$ cat src/rtl/phase_a_pkg.sv
// rtl/phase_a_pkg.sv - shared types and constants for the phase_a sequencer
package phase_a_pkg;

  // Datapath geometry shared with the phase_a instance
  localparam int PA_SIZE  = 3072;
  localparam int PA_RADIX = 72;

  // Default sequencer configuration
  localparam int DEF_NUM_REQ = 2;
  localparam int DEF_ITER_W  = 6;
  localparam int DEF_TMO_W   = 10;

  // Sequencer FSM states
  typedef enum logic [1:0] {
    ST_IDLE  = 2'd0,
    ST_ISSUE = 2'd1,
    ST_WAIT  = 2'd2,
    ST_DONE  = 2'd3
  } pa_state_e;

endpackage

$ cat src/rtl/phase_a_sched_rr_arbiter.sv
// rtl/phase_a_sched_rr_arbiter.sv - combinational round-robin pick; pointer is held by the caller
module rr_arbiter #(
  parameter int N  = 2,
  parameter int IW = (N > 1) ? $clog2(N) : 1
) (
  input  logic [N-1:0]  req,
  input  logic [IW-1:0] ptr,
  output logic [N-1:0]  gnt,
  output logic [IW-1:0] idx,
  output logic          any
);

  int pos;

  // Scan starting one past the last winner; the first active requester wins
  always_comb begin
    gnt = '0;
    idx = '0;
    any = 1'b0;
    pos = 0;
    for (int k = 1; k <= N; k++) begin
      pos = (int'(ptr) + k) % N;
      if (!any && req[pos[IW-1:0]]) begin
        gnt[pos[IW-1:0]] = 1'b1;
        idx              = pos[IW-1:0];
        any              = 1'b1;
      end
    end
  end

endmodule

$ cat src/rtl/phase_a_sched.sv
// rtl/phase_a_sched.sv - job sequencer and round-robin arbiter for phase_a (watchdog: PHASE_A_SCHED_TIMEOUT_EN)
module phase_a_sched
  import phase_a_pkg::*;
#(
  parameter int NUM_REQ = DEF_NUM_REQ,
  parameter int ITER_W  = DEF_ITER_W,
  parameter int TMO_W   = DEF_TMO_W
) (
  input  logic                         clk,
  input  logic                         rst,
  input  logic [NUM_REQ-1:0]           req_valid,
  output logic [NUM_REQ-1:0]           req_ready,
  input  logic [NUM_REQ*ITER_W-1:0]    req_iters,
  output logic                         pa_en,
  output logic                         pa_if_last,
  output logic                         pa_fb,
  output logic [$clog2(NUM_REQ)-1:0]   pa_gnt,
  input  logic                         pa_en_out,
  output logic                         done_valid,
  output logic [$clog2(NUM_REQ)-1:0]   done_id,
  output logic                         done_err
);

  localparam int IDW = $clog2(NUM_REQ);

  pa_state_e         state_q, state_d;
  logic [ITER_W-1:0] rem_q, rem_d;
  logic [IDW-1:0]    gnt_q, gnt_d;
  logic              fb_q, fb_d;
  logic [IDW-1:0]    ptr_q, ptr_d;

  logic [NUM_REQ-1:0] arb_gnt;
  logic [IDW-1:0]     arb_idx;
  logic               arb_any;
  logic [ITER_W-1:0]  win_iters;

`ifdef PHASE_A_SCHED_TIMEOUT_EN
  logic [TMO_W-1:0] tmo_q, tmo_d;
  logic             err_q, err_d;
`endif

  rr_arbiter #(
    .N  (NUM_REQ),
    .IW (IDW)
  ) u_arb (
    .req (req_valid),
    .ptr (ptr_q),
    .gnt (arb_gnt),
    .idx (arb_idx),
    .any (arb_any)
  );

  assign win_iters = req_iters[arb_idx*ITER_W +: ITER_W];
  assign pa_gnt    = gnt_q;
  assign pa_fb     = fb_q;

  // Next-state and output decode; accept only in IDLE, chain passes until rem runs out
  always_comb begin
    state_d    = state_q;
    rem_d      = rem_q;
    gnt_d      = gnt_q;
    fb_d       = fb_q;
    ptr_d      = ptr_q;
    req_ready  = '0;
    pa_en      = 1'b0;
    pa_if_last = 1'b0;
    done_valid = 1'b0;
    done_id    = '0;
    done_err   = 1'b0;
`ifdef PHASE_A_SCHED_TIMEOUT_EN
    tmo_d      = tmo_q;
    err_d      = err_q;
`endif
    case (state_q)
      ST_IDLE: begin
        // rst gating keeps ready low while reset is held with requests pending
        req_ready = rst ? '0 : arb_gnt;
        if (arb_any && !rst) begin
          gnt_d   = arb_idx;
          rem_d   = (win_iters == '0) ? ITER_W'(1) : win_iters;
          fb_d    = 1'b0;
          ptr_d   = arb_idx;
          state_d = ST_ISSUE;
`ifdef PHASE_A_SCHED_TIMEOUT_EN
          err_d   = 1'b0;
`endif
        end
      end
      ST_ISSUE: begin
        pa_en      = 1'b1;
        pa_if_last = (rem_q == ITER_W'(1));
        state_d    = ST_WAIT;
`ifdef PHASE_A_SCHED_TIMEOUT_EN
        tmo_d      = '0;
`endif
      end
      ST_WAIT: begin
        if (pa_en_out) begin
          if (rem_q != '0) begin
            rem_d = rem_q - ITER_W'(1);
          end
          if (rem_q > ITER_W'(1)) begin
            fb_d    = 1'b1;
            state_d = ST_ISSUE;
          end else begin
            state_d = ST_DONE;
          end
        end
`ifdef PHASE_A_SCHED_TIMEOUT_EN
        else begin
          tmo_d = tmo_q + TMO_W'(1);
          if (&tmo_d) begin
            err_d   = 1'b1;
            rem_d   = '0;
            state_d = ST_DONE;
          end
        end
`endif
      end
      ST_DONE: begin
        done_valid = 1'b1;
        done_id    = gnt_q;
`ifdef PHASE_A_SCHED_TIMEOUT_EN
        done_err   = err_q;
`endif
        state_d    = ST_IDLE;
      end
      default: state_d = ST_IDLE;
    endcase
  end

  // State registers; pointer resets to the last slot so requester 0 wins first
  always_ff @(posedge clk or posedge rst) begin
    if (rst) begin
      state_q <= ST_IDLE;
      rem_q   <= '0;
      gnt_q   <= '0;
      fb_q    <= 1'b0;
      ptr_q   <= IDW'(NUM_REQ - 1);
`ifdef PHASE_A_SCHED_TIMEOUT_EN
      tmo_q   <= '0;
      err_q   <= 1'b0;
`endif
    end else begin
      state_q <= state_d;
      rem_q   <= rem_d;
      gnt_q   <= gnt_d;
      fb_q    <= fb_d;
      ptr_q   <= ptr_d;
`ifdef PHASE_A_SCHED_TIMEOUT_EN
      tmo_q   <= tmo_d;
      err_q   <= err_d;
`endif
    end
  end

endmodule

$ cat config.mk
export PLATFORM = sky130hd
export DESIGN_NAME = phase_a_sched
export DESIGN_NICKNAME = d
export VERILOG_FILES = /design/src/rtl/phase_a_pkg.sv /design/src/rtl/phase_a_sched_rr_arbiter.sv /design/src/rtl/phase_a_sched.sv
export SDC_FILE = /design/constraint.sdc
export NUM_CORES = 1
export LEC_CHECK = 0
export BUFFER_PORTS_ARGS = -buffer_cell sky130_fd_sc_hd__buf_2
export CAP_MARGIN = 20
export CORE_UTILIZATION = 51
export CTS_BUF_LIST = sky130_fd_sc_hd__clkbuf_4 sky130_fd_sc_hd__clkbuf_8
export CTS_CLUSTER_SIZE = 24
export DETAILED_ROUTE_END_ITERATION = 7
export PLACE_DENSITY = 0.8
export SLEW_MARGIN = 20
export SYNTH_ARGS = -nofsm -noshare
export SYNTH_HDL_FRONTEND = slang
export SYNTH_HIERARCHICAL = 1
export SYNTH_SLANG_ARGS = --single-unit
$ cat constraint.sdc
create_clock -name clk -period 2 [get_ports clk]
set_input_delay 0.1 -clock clk [delete_from_list [all_inputs] [get_ports clk]]
set_output_delay 0.1 -clock clk [all_outputs]
set_load 0.01 [all_outputs]
; Word-level counts from Yosys, hierarchy flattened
; Cells that the tools add are included.
; W data, S select, Z words.
[totals]
regBits = 11
inputBits = 17
output_inout_bits = 9
wordCells = 71
[classes]
n_addsub = 3
mul = 1
n_lt_le_gt_ge = 5
n_eq_ne = 8
n_shift = 1
n_mux = 33
bitwise_logic = 1
n_reduce_logical = 14
[ops]
columns = operator, count
row1 = $mux W6, 4
row2 = $mux W1, 17
row3 = $mux W2, 7
row4 = $pmux W6 S2, 1
row5 = $shiftx A12 B5 Y6, 1
row6 = $ne A2 B2 Y1 const B, 4
row7 = $pmux W2 S4, 1
row8 = $reduce_and A4 Y1, 2
row9 = $eq A6 B1 Y1 const B, 1
row10 = $gt A6 B1 Y1 const B, 1
row11 = $logic_not A6 Y1, 1
row12 = $reduce_bool A6 Y1, 1
row13 = $sub A6 B1 Y6 const B, 1
row14 = $eq A2 B2 Y1 const B, 2
row15 = $logic_and A1 B1 Y1, 4
row16 = $lt A1 B2 Y1 const B, 2
row17 = $reduce_and A2 Y1, 2
row18 = $mul A1 B2 Y3 const B, 1
row19 = $add A1 B1 Y1 const B, 2
row20 = $demux W1 S1, 2
row21 = $eq A2 B1 Y1 const B, 1
row22 = $ge A1 B1 Y1 const B, 2
row23 = $logic_not A1 Y1, 2
row24 = $logic_not A2 Y1, 1
row25 = 3 further kinds, 3

; Depth between registers and ports, before layout
; Gate-level depths: netlist of run 1.
[depth]
ltp_word = 13
mapped_depth = 7
mapped_depth_nobuf = 6

; Cells and area by module
; The synthesis of run 1 kept the hierarchy.
[by_module_without_submodules]
columns = module, instances, cells_each, area_each_um2, seq_area_each_um2
row1 = phase_a_sched, 1, 82, 753.2, 276.5
row2 = rr_arbiter, 1, 5, 32.5, 0.0

; Worst setup path after synthesis of run 1
; Ideal clock, no wire load.
[synth_timing]
path_type = register -> register
from = reg state_q[0]
to = reg rem_q[5]
setup_ns = 0.121
t_arrival_ns = 1.671
required_time_ns = 1.879
setup_slack_ns = 0.208
path_stages_with_launch = 7
n_path_buf = 2
period_less_slack_ns = 1.792
path_cell_list = dfrtp_1 or4b_1 buf_2 a32oi_2 buf_6 o21ai_2 a22o_1
[synth_via]
elab_chain_len = 3
elab_cells_between_ends = 8
classes_between = eq/ne: 4 / mux: 1 / reduce/logical: 3
[synth_rtl]
columns = element, line_no
row1 = "start, declared", phase_a_sched.sv:26  ; pa_state_e state_q, state_d;
row2 = "start signal, assigned", phase_a_sched.sv:145  ; state_q <= state_d;
row3 = $eq A2 B2 Y1 or $logic_not A2 Y1 (tied branches), phase_a_sched.sv:74  ; case (state_q)
row4 = $ne A2 B2 Y1 (no source line) or $reduce_bool A2 Y1 (tied branches), n/a
row5 = $reduce_and A4 Y1 (no source line), n/a
row6 = "end signal, assigned", phase_a_sched.sv:146  ; rem_q <= rem_d;
row7 = "end, declared", phase_a_sched.sv:27  ; logic [ITER_W-1:0] rem_q, rem_d;
; Several ways; a longest one is shown, not always the timed one.
; A chain may end at the register's enable or synchronous reset.

; Final worst setup path of run 1
[layout_timing]
from = reg state_q[0]
to = reg rem_q[4]
; The elaborated chain is that of the path after synthesis.

==> flow_metrics.py, run 1 <==
metrics = {
    "cells_and_area": {
        "layout_commonest_cell": "buf_2",
        "post-route-util_pct": 70.51,
        "multiInputGateArea_sq_um": 462.9,
        "nets": 136,
        "area_growth_pct": 22.61,
        "n_antenna_cell": 0,
        "seq_area_sq_um": 276.5,
        "drive_above_1_share_pct": 32.17,
        "fillers": 123,
        "final_cell_mix": "24 x buf_2, 10 x dfrtp_1, 8 x nand2_1",
    },
    "route": {
        "drt_iter0_drc": 19,
        "top_layer_used": "met3",
        "dr_wl_met3_microns": 66,
        "drc": 0,
        "first_pass_iters": 4,
        "via_per_inst": 5.708,
        "wl_per_cell_microns": 13.75,
        "drt-met1-wl_microns": 781,
        "vias": 742,
        "met2_length_microns": 941,
        "antenna_left": 0,
        "wirelength_mm": 1.788,
    },
    "clock_tree": {
        "cts_buffers": 3,
        "postCtsSetupBuffers": 0,
        "htree_levels": 1,
        "cts_tree": "done",
        "clockRootBuffer": "clkbuf_4",
        "cts.sinks": 11,
        "cts.path.max_buffers": 2,
        "clk-insertion-delay-late_ns": 0.28,
        "clkTransAtPathRegs_ns": 0.07,
    },
    "worst_setup_path": {
        "crit_chain": "or4b_1 -> a32oi_2 -> o21ai_0 -> a22o_1",
        "crit_arrival_ns": 2.01,
        "max_stage_delay_ns": 0.59,
        "critPathSlowestCell": "or4b_1",
        "worstSetupPathType": "reg2reg",
        "crit_fanout": 8,
        "cp.required_ns": 2.17,
        "cp-start-kind": "flip-flop",
        "critPathCaptureType": "flip-flop",
        "critical-path-top-delay-family": "compound AO/OA/AOI/OAI gates",
        "crit_buf_inv": 0,
    },
    "synthesis": {
        "synthDistinctLibCells": 42,
        "synth.top_cell.area_share_pct": 31.85,
        "avgSynthCellArea_sq_um": 9.032,
        "syn_inst": 87,
        "synth_seq_cells": 11,
        "synth_edf_count": 0,
        "synth.largest_area_cell": "dfrtp_1",
        "seq_area_frac_synth_pct": 35.19,
        "yosys_warnings": 6,
        "synth.area.top_cells": "dfrtp_1 32%, mux2i_1 5.1%, ha_1 4.8%",
        "async_flop_share_pct": 100.0,
        "syn_area_sq_um": 785.8,
        "yosys_most_used_dff": "dfrtp_1",
        "synth_fp_nets": 107,
    },
    "pwr": {
        "pwr_density_cell_nw_per_um2": 1286,
        "ir_worst_vdd_mv": 0.7253,
        "p_leak_nw": 0.4878,
    },
    "floorplanning": {
        "start_util_pct": 57.51,
        "die_y_microns": 41.25,
        "core_area_sq_um": 1366,
        "dieArea_sq_um": 1702,
        "num_rows": 13,
        "fp.dieW_microns": 41.25,
        "io_pins": 26,
    },
    "sta": {
        "fin_crit_sh_pct": 92.03,
        "finalSetupViolCount": 0,
        "skew_ns": 0.005349,
        "max_freq_mhz": 543.3,
        "final.setup.tns_ns": 0,
        "hold_viol": 0,
        "post-route-min-period_ns": 1.841,
        "finalMaxSlewViolations": 0,
        "rsz0062_at_grt": "false",
    },
    "placed_design": {
        "numPortBuffers": 24,
        "gp_congestion": 0.8785,
        "dp.final_hpwl_mm": 1.348,
    },
    "grt": {
        "grt_usage_pct": 23.46,
        "grt_pass1_wl_mm": 2.532,
        "grt_pass1_vias": 631,
        "grt_max_degree": 12,
        "overflow": 0,
        "antenna_found_initial": 0,
    },
    "hold_path": {
        "hp-class": "in2reg",
    },
    "run": {
        "drv_cap": 0,
    },
    "run_status": {
        "status": "completed",
    },
}
flip-flops by register name (all words and copies together) (netlist names):
name,count
pa_gnt,1
ptr_q,1
rem_q,6
pa_fb,1
state_q,2
metrics by stage:
step,power [mW],setup WS (ns),area (sq um),hold WS (ns),instances
after floorplan,0.8875,0.2083,785.8,-0.04828,87
after global placement,1.041,0.2317,923.4,0.1275,125
after detailed placement,1.060,0.1709,923.4,0.1347,125
after CTS,1.240,0.1583,963.4,0.1324,130
after global routing,1.353,0.05501,963.4,0.1611,130
final,1.239,0.1594,963.4,0.1360,130
cells by family (layout without fill, tap and decap cells):
| group | after synthesis | in the layout | share of synthesized area, % |
|---|---|---|---|
| flip-flops | 11 | 11 | 35.19 |
| multiplexers | 6 | 6 | 7.962 |
| AO/OA/AOI/OAI | 23 | 23 | 22.14 |
| other | 1 | 1 | 0.4772 |
| buffers and inverters | 9 | 37 | 5.891 |
| adder cells (fa/ha/maj) | 3 | 3 | 4.778 |
| AND/OR/NAND/NOR | 34 | 34 | 23.57 |
synth_stat cells (2+ instances only):
cell type  instances
dfrtp_1           10
nand2_1            8
inv_1              4
mux2i_1            4
nand3_1            4
o21ai_0            4
a22o_1             3
and2_1             3
ha_1               3
nor2_1             3
nor3_1             3
a21boi_0           2
a21oi_1            2
and3_1             2
clkbuf_1           2
mux2_2             2
nand2b_1           2
o22ai_1            2
metal layers:
layer  vias up  track usage, %
met5         -               0
met4         0           6.452
met3         0           9.783
met2        16           41.41
met1       351           25.41
li1        375               -
cell type report:
type | instances | share of cell area, %
multi-input combinational | 67 | 48.05
sequential | 11 | 28.70
timing repair buffer | 29 | 16.62
clock buffer | 4 | 3.117
tap | 15 | 1.948
inverter | 4 | 1.558
worst register-to-register path, delay by kind of cell, from the launching register on:
kind             cells  cell delay [ns]
AO/OA/AOI/OAI        3             0.70
AND/OR/NAND/NOR      1             0.59
flip-flops           1             0.44
where the power goes:
part / internal [mW] / switching, mW
Clock: 0.0910 / 0.0790
Sequential: 0.337 / 0.114
Combinational: 0.288 / 0.329
timing repair:
item                      in CTS  in global routing
resized for setup              0                  0
hold buffers                   1                  0
hold endpoints to repair      10                  0
final timing paths:
| path | from | to | slack [ns] | cells after the start |
|---|---|---|---|---|
| min reg2reg | ptr_q | ptr_q | 0.49 | 2 |
| max | state_q[0] | rem_q[4] | 0.16 | 4 |
| max reg2reg | state_q[0] | rem_q[4] | 0.16 | 4 |
| max in group asynchronous | rst | ptr_q | 1.27 | 3 |
| min in group asynchronous | rst | pa_gnt | 0.39 | 3 |
| min | pa_en_out | state_q[0] | 0.14 | 3 |
No activity file was read; power rests on OpenSTA's default activity.
==> run 2: changes to the inputs <==
--- a/config.mk
+++ b/config.mk
@@ -5,13 +5,14 @@
 export SDC_FILE = /design/constraint.sdc
 export NUM_CORES = 1
 export LEC_CHECK = 0
+export ABC_AREA = 1
 export BUFFER_PORTS_ARGS = -buffer_cell sky130_fd_sc_hd__buf_2
 export CAP_MARGIN = 20
-export CORE_UTILIZATION = 51
+export CORE_UTILIZATION = 56
 export CTS_BUF_LIST = sky130_fd_sc_hd__clkbuf_4 sky130_fd_sc_hd__clkbuf_8
 export CTS_CLUSTER_SIZE = 24
 export DETAILED_ROUTE_END_ITERATION = 7
-export PLACE_DENSITY = 0.8
+export PLACE_DENSITY = 0.85
 export SLEW_MARGIN = 20
 export SYNTH_ARGS = -nofsm -noshare
 export SYNTH_HDL_FRONTEND = slang
==> constraint.sdc (replaced) <==
create_clock -name clk -period 2.35 [get_ports clk]
set_input_delay 0.1175 -clock clk [delete_from_list [all_inputs] [get_ports clk]]
set_output_delay 0.1175 -clock clk [all_outputs]
set_load 0.01 [all_outputs]
==> run 2 against run 1 <==
  * Sequential power fell by 19%
  * Register-to-register slack improved by 0.61 ns
  * Cell count up 28%
  * Setup slack improved by 0.61 ns
  * Critical path type unchanged
==> flow_metrics.py, run 2 <==
metrics = {
    "route": {
        "wl_per_cell_microns": 10.71,
        "drc": 0,
        "first_pass_iters": 4,
        "vias": 834,
        "via_per_inst": 5.024,
        "wirelength_mm": 1.778,
        "antenna_left": 0,
        "drt_iter0_drc": 11,
    },
    "synthesis": {
        "synthMuxAreaShare_pct": 0,
        "yosys_most_used_dff": "dfrtp_1",
        "synthAdderAreaFrac_pct": 4.438,
        "synth_top_family_by_area": "simple AND/OR/NAND/NOR gates",
        "synth_fp_nets": 143,
        "synth.area.top_cells": "dfrtp_1 30%, nand2_1 20%, nor2_1 7.1%",
        "avgSynthCellArea_sq_um": 6.877,
        "yosys.area_share.simple_pct": 41.72,
        "synth.largest_area_cell": "dfrtp_1",
        "async_flop_share_pct": 100.0,
        "seq_area_frac_synth_pct": 32.69,
        "synth_compound_area_share_pct": 10.50,
        "yosysMostFrequentCell": "nand2_1",
        "syn_inst": 123,
        "synth_edf_count": 0,
        "synth_seq_cells": 11,
        "syn_area_sq_um": 845.8,
        "synth-xor-area-share_pct": 2.071,
        "yosys_warnings": 6,
        "ys_top_cells_by_count": "45 x nand2_1, 16 x nor2_1, 10 x dfrtp_1, 10 x inv_1",
        "synthDistinctLibCells": 28,
        "synth.top_cell.area_share_pct": 29.59,
    },
    "run_status": {
        "status": "completed",
    },
    "worst_setup_path": {
        "crit_chain": "a21oi_1 -> inv_2 -> nand2_1 -> nand2_1 -> nor2_1 -> nand3_1 -> nand2_1 -> nand3_2 -> nand2_1",
        "critPathCaptureType": "flip-flop",
        "crit_arrival_ns": 1.81,
        "critical-path-top-delay-family": "simple AND/OR/NAND/NOR gates",
        "worstSetupPathType": "reg2reg",
        "crit_buf_inv": 1,
        "cp-start-kind": "flip-flop",
        "crit_fanout": 8,
        "cp.required_ns": 2.57,
        "max_stage_delay_ns": 0.48,
        "critPathMostFrequentCell": "nand2_1",
        "startpoint": "ptr_q",
        "r2r_start": "ptr_q",
        "critPathSlowestCell": "a21oi_1",
    },
    "grt": {
        "grt_max_degree": 15,
        "grt_usage_pct": 24.07,
        "grt_pass1_wl_mm": 2.628,
        "overflow": 0,
        "grt_pass1_vias": 629,
        "antenna_found_initial": 0,
    },
    "floorplanning": {
        "fp.dieW_microns": 40.87,
        "core_area_sq_um": 1350,
        "io_pins": 26,
        "dieArea_sq_um": 1670,
        "die_y_microns": 40.87,
        "num_rows": 13,
        "start_util_pct": 62.65,
    },
    "sta": {
        "worst_slew_pin_slew_ns": 0.5747,
        "skew_ns": 0.001251,
        "slew_headroom_pct": 61.68,
        "finalSetupViolCount": 0,
        "post-route-min-period_ns": 1.582,
        "max_freq_mhz": 632.2,
        "fin_crit_sh_pct": 67.31,
        "setup_ws_ns": 0.7683,
        "hold_viol": 0,
        "rsz0062_at_grt": "false",
        "finalMaxSlewViolations": 0,
        "final.setup.tns_ns": 0,
    },
    "pwr": {
        "pwr_density_cell_nw_per_um2": 1135,
        "ir_worst_vdd_mv": 0.5952,
        "p_leak_nw": 0.5788,
    },
    "placed_design": {
        "dpl_worst_slack_ns": 0.7962,
        "gp_congestion": 0.7303,
        "dp.final_hpwl_mm": 1.435,
        "numPortBuffers": 24,
        "place_area_sq_um": 979.7,
    },
    "cells_and_area": {
        "drive_above_1_share_pct": 29.14,
        "top_register": "rem_q",
        "final_cell_area_sq_um": 1020,
        "largest_register_ffs": 6,
        "seq_area_sq_um": 276.5,
        "multiInputGateArea_sq_um": 500.5,
        "layout_commonest_cell": "nand2_1",
        "n_antenna_cell": 0,
        "nets": 172,
        "final_cell_mix": "45 x nand2_1, 24 x buf_2, 16 x nor2_1",
        "fillers": 115,
        "post-route-util_pct": 75.53,
        "area_growth_pct": 20.56,
        "reg_top3": "rem_q: 6 flops, state_q: 2 flops",
    },
    "clock_tree": {
        "clkTransAtPathRegs_ns": 0.07,
        "htree_levels": 1,
        "clk-insertion-delay-late_ns": 0.28,
        "clockRootBuffer": "clkbuf_4",
        "cts_tree": "done",
        "postCtsSetupBuffers": 0,
        "cts_buffers": 3,
        "cts.sinks": 11,
        "cts.path.max_buffers": 2,
    },
    "run": {
        "drv_cap": 0,
    },
    "hold_path": {
        "min_from": "pa_en_out",
        "hp-class": "in2reg",
    },
}
run 2: cell types whose count changed after synthesis, sizes merged, moves of 3 or more:
cell,before,now
a21boi,3,0
a22o,3,0
and2,3,0
inv,4,13
mux2i,4,0
nand2,8,47
nand3,4,7
nor2,3,18
nor3,3,0
o21ai,5,10
run 2: cell type report:
| cell class | instances | share of cell area, % |
|---|---|---|
| clock buffers | 4 | 2.945 |
| repair buffers | 26 | 13.50 |
| multi-input cells | 97 | 49.08 |
| inverters | 13 | 5.521 |
| well taps | 15 | 1.840 |
| flip-flops and latches | 11 | 27.12 |
run 2: per-stage QoR:
step                hold WS (ns)  total power, mW  instances
detailed placement        0.1201            1.014        161
floorplan              0.0007813           0.8531        123
global placement          0.1174           0.9797        161
finish                    0.1612            1.157        166
CTS                       0.1546            1.164        166
global route              0.1836            1.262        166
run 2: repair_timing:
| item | 4_1_cts | 5_1_grt |
|---|---|---|
| resized for setup | 0 | 0 |
| endpoints found under the hold margin | 10 | 0 |
| setup endpoints to repair | 0 | 0 |
| hold buffers | 1 | 0 |
run 2: power breakdown:
part / switching, mW / internal [mW] / leakage (nW)
sequential: 0.0767 / 0.287 / 0.134
combinational: 0.413 / 0.233 / 0.426
clock: 0.0704 / 0.0775 / 0.0184
run 2: metal layers:
layer	up-vias	part of all wire [%]	global-route usage (%)
li1	440	-	-
met1	366	49	31.56
met2	25	46	39.06
met3	3	3.6	3.261
met4	0	1.5	10.00
met5	-	0	0
run 2: path summary, 6_finish.rpt:
check                        endpoint  slack (ns)  cells after the start
min in group asynchronous    rem_q[3]        0.37                      4
setup reg to reg             rem_q[0]        0.77                      9
hold reg to reg                 pa_fb        0.49                      2
hold / removal             state_q[1]        0.16                      4
setup / recovery             rem_q[0]        0.77                      9
max in group asynchronous       ptr_q        1.74                      4
run 2: cells by family after synthesis:
group | after synthesis
AOI/OAI and AO/OA | 14
DFF | 11
buffers and inverters | 15
and+or+nand+nor | 77
adders and majority gates | 3
xor gates and xnor gates | 2
other | 1
run 2: worst min-delay path, stage by stage:
cell	delay, ns
buf_2	0.07
inv_1	0.06
nand2_1	0.07
nand3b_1	0.07
==> run 3: changes to the inputs <==
--- a/config.mk
+++ b/config.mk
@@ -8,11 +8,11 @@
 export ABC_AREA = 1
 export BUFFER_PORTS_ARGS = -buffer_cell sky130_fd_sc_hd__buf_2
 export CAP_MARGIN = 20
-export CORE_UTILIZATION = 56
+export CORE_UTILIZATION = 47
 export CTS_BUF_LIST = sky130_fd_sc_hd__clkbuf_4 sky130_fd_sc_hd__clkbuf_8
 export CTS_CLUSTER_SIZE = 24
 export DETAILED_ROUTE_END_ITERATION = 7
-export PLACE_DENSITY = 0.85
+export PLACE_DENSITY = 0.76
 export SLEW_MARGIN = 20
 export SYNTH_ARGS = -nofsm -noshare
 export SYNTH_HDL_FRONTEND = slang
==> constraint.sdc (replaced) <==
create_clock -name clk -period 1.35 [get_ports clk]
set_input_delay 0.0675 -clock clk [delete_from_list [all_inputs] [get_ports clk]]
set_output_delay 0.0675 -clock clk [all_outputs]
set_load 0.01 [all_outputs]
==> run 3 against run 2 <==
  * The flow now finishes with violations (setup timing)
  * Register-to-register slack got worse by 0.74 ns
  * Power increased by 110%
  * Clock power increased by 70%
  * Cell area increased by 17%
  * Cell count increased by 12%
  * Global-route usage increased by 0.44 points
  * Via count increased by 8.4%
  * Setup slack got worse by 0.80 ns
  * Utilization decreased by 0.96 points
  * Count of clock-buffer cells in the layout unchanged
  * Sequential power increased by 88%
  * Critical path type is now reg2out
  * Largest cell class unchanged
==> flow_metrics.py, run 3 (synthesized netlist as in run 2, its figures left out) <==
metrics = {
    "run_status": {
        "status": "complete, but fails checks",
        "violations": "setup timing",
    },
    "sta": {
        "max_freq_mhz": 722.0,
        "finalSetupViolCount": 2,
        "rsz0062_at_grt": "true",
        "post-route-min-period_ns": 1.385,
        "finalMaxSlewViolations": 0,
        "setup_ws_ns": -0.03505,
        "fin_crit_sh_pct": 102.6,
        "hold_viol": 0,
        "skew_ns": 0.009310,
    },
    "floorplanning": {
        "io_pins": 26,
        "core_area_sq_um": 1594,
        "start_util_pct": 53.06,
        "dieArea_sq_um": 1973,
        "num_rows": 14,
        "die_y_microns": 44.42,
        "fp.dieW_microns": 44.42,
    },
    "route": {
        "wirelength_mm": 2.106,
        "via_per_inst": 4.860,
        "antenna_left": 0,
        "vias": 904,
        "drc": 0,
        "drt_iter0_drc": 14,
        "wl_per_cell_microns": 11.32,
        "first_pass_iters": 6,
    },
    "cells_and_area": {
        "n_antenna_cell": 0,
        "layout_commonest_cell": "nand2_1",
        "largest_register_ffs": 6,
        "post-route-util_pct": 74.57,
        "drive_above_1_share_pct": 39.51,
        "nets": 183,
        "top_register": "rem_q",
        "area_growth_pct": 40.53,
        "reg_top3": "rem_q: 6 flops, state_q: 2 flops",
        "final_cell_mix": "44 x nand2_1, 24 x buf_2, 14 x nor2_1",
    },
    "worst_setup_path": {
        "r2r_start": "ptr_q",
        "critPathSlowestCell": "dfstp_2",
        "cp.required_ns": 1.28,
        "critPathCaptureType": "output port",
        "crit_buf_inv": 2,
        "worstSetupPathType": "reg2out",
        "max_stage_delay_ns": 0.56,
        "regToRegEndpoint": "rem_q[1]",
        "critPathMostFrequentCell": "nand2_1",
        "crit_chain": "buf_6 -> nand2_2 -> nand2_1 -> nand2_1 -> nor2_1 -> buf_2",
        "ff2ff_setup_slack_ns": 0.03,
        "crit_fanout": 3,
        "critical-path-top-delay-family": "flip-flops",
        "crit_arrival_ns": 1.32,
        "reg2reg_depth": 6,
        "cp-start-kind": "flip-flop",
    },
    "grt": {
        "grt_usage_pct": 24.51,
        "grt_max_degree": 11,
        "overflow": 0,
        "antenna_found_initial": 0,
        "grt_pass1_wl_mm": 3.512,
        "grt_pass1_vias": 832,
    },
    "pwr": {
        "ir_worst_vdd_mv": 1.176,
        "p_leak_nw": 0.6365,
        "pwr_density_cell_nw_per_um2": 2068,
    },
    "clock_tree": {
        "cts_buffers": 3,
        "cts.sinks": 11,
        "htree_levels": 1,
        "cts_tree": "done",
        "clk-insertion-delay-late_ns": 0.28,
        "clockRootBuffer": "clkbuf_4",
        "clkTransAtPathRegs_ns": 0.08,
        "cts.path.max_buffers": 2,
    },
    "hold_path": {
        "holdPathEnd": "state_q[1]",
        "whs_path_depth": 4,
        "min_from": "pa_en_out",
        "hp-class": "in2reg",
    },
    "run": {
        "drv_cap": 0,
    },
    "placed_design": {
        "numPortBuffers": 24,
        "dp.final_hpwl_mm": 1.517,
        "dpl_worst_slack_ns": -0.1077,
        "gp_congestion": 0.8236,
    },
}
==> run 3: worst max path at each step <==
stage	from	slack [ns]	cells past startpoint	endpoint
5_1_grt	ptr_q	-0.1	6	req_ready[0]
2_1_floorplan	ptr_q	-0.01	7	rem_q[1]
4_1_cts	ptr_q	0.008	6	req_ready[0]
3_5_place_dp	ptr_q	-0.11	9	rem_q[0]
6_report	ptr_q	-0.04	6	req_ready[0]
3_3_place_gp	ptr_q	-0.05	6	rem_q[1]
==> run 3: area by class of cell <==
class | instances | area, sq um
timing repair buffer | 37 | 226.5
clock buffer | 4 | 30.03
inverter | 13 | 56.30
multi-input combinational | 97 | 568.0
sequential | 11 | 277.8
tap | 24 | 30.03
fill | 121 | 405.4
==> run 3: power breakdown <==
part | internal, mW | leakage [nW] | switching [mW]
logic | 0.658 | 0.485 | 0.862
registers | 0.502 | 0.133 | 0.184
clock network | 0.135 | 0.0184 | 0.117
==> run 3: tightest hold or removal path: stages <==
cell      delay [ns]
buf_2           0.07
inv_1           0.06
nand2_1         0.07
nand3b_1        0.07
==> run 3: metrics by stage <==
stage	hold WS (ns)	instances	power, mW	cell area (sq um)	setup TNS, ns
after global placement	0.1184	176	1.833	1036	-0.06618
after CTS	0.1103	184	2.231	1121	0
after floorplan	-0.04922	123	1.485	845.8	-0.009660
after detailed placement	0.1197	176	1.873	1036	-0.3983
final	0.1185	186	2.458	1189	-0.03519
after global routing	0.1730	186	2.654	1189	-0.2746
==> run 3: repair_timing <==
action	CTS	global route
hold buffers	2	0
setup buffers	2	2
endpoints found under the setup margin	7	9
hold endpoints to repair	10	0
pin swaps	2	3
resized for setup	7	12
==> run 3: metal layers <==
metal	track usage [%]	part of all wire [%]	vias to the layer above
li1	-	-	465
met1	32.31	45	400
met2	39.71	49	32
met3	2.449	4.4	7
met4	12.73	2.3	0
met5	0	0	-
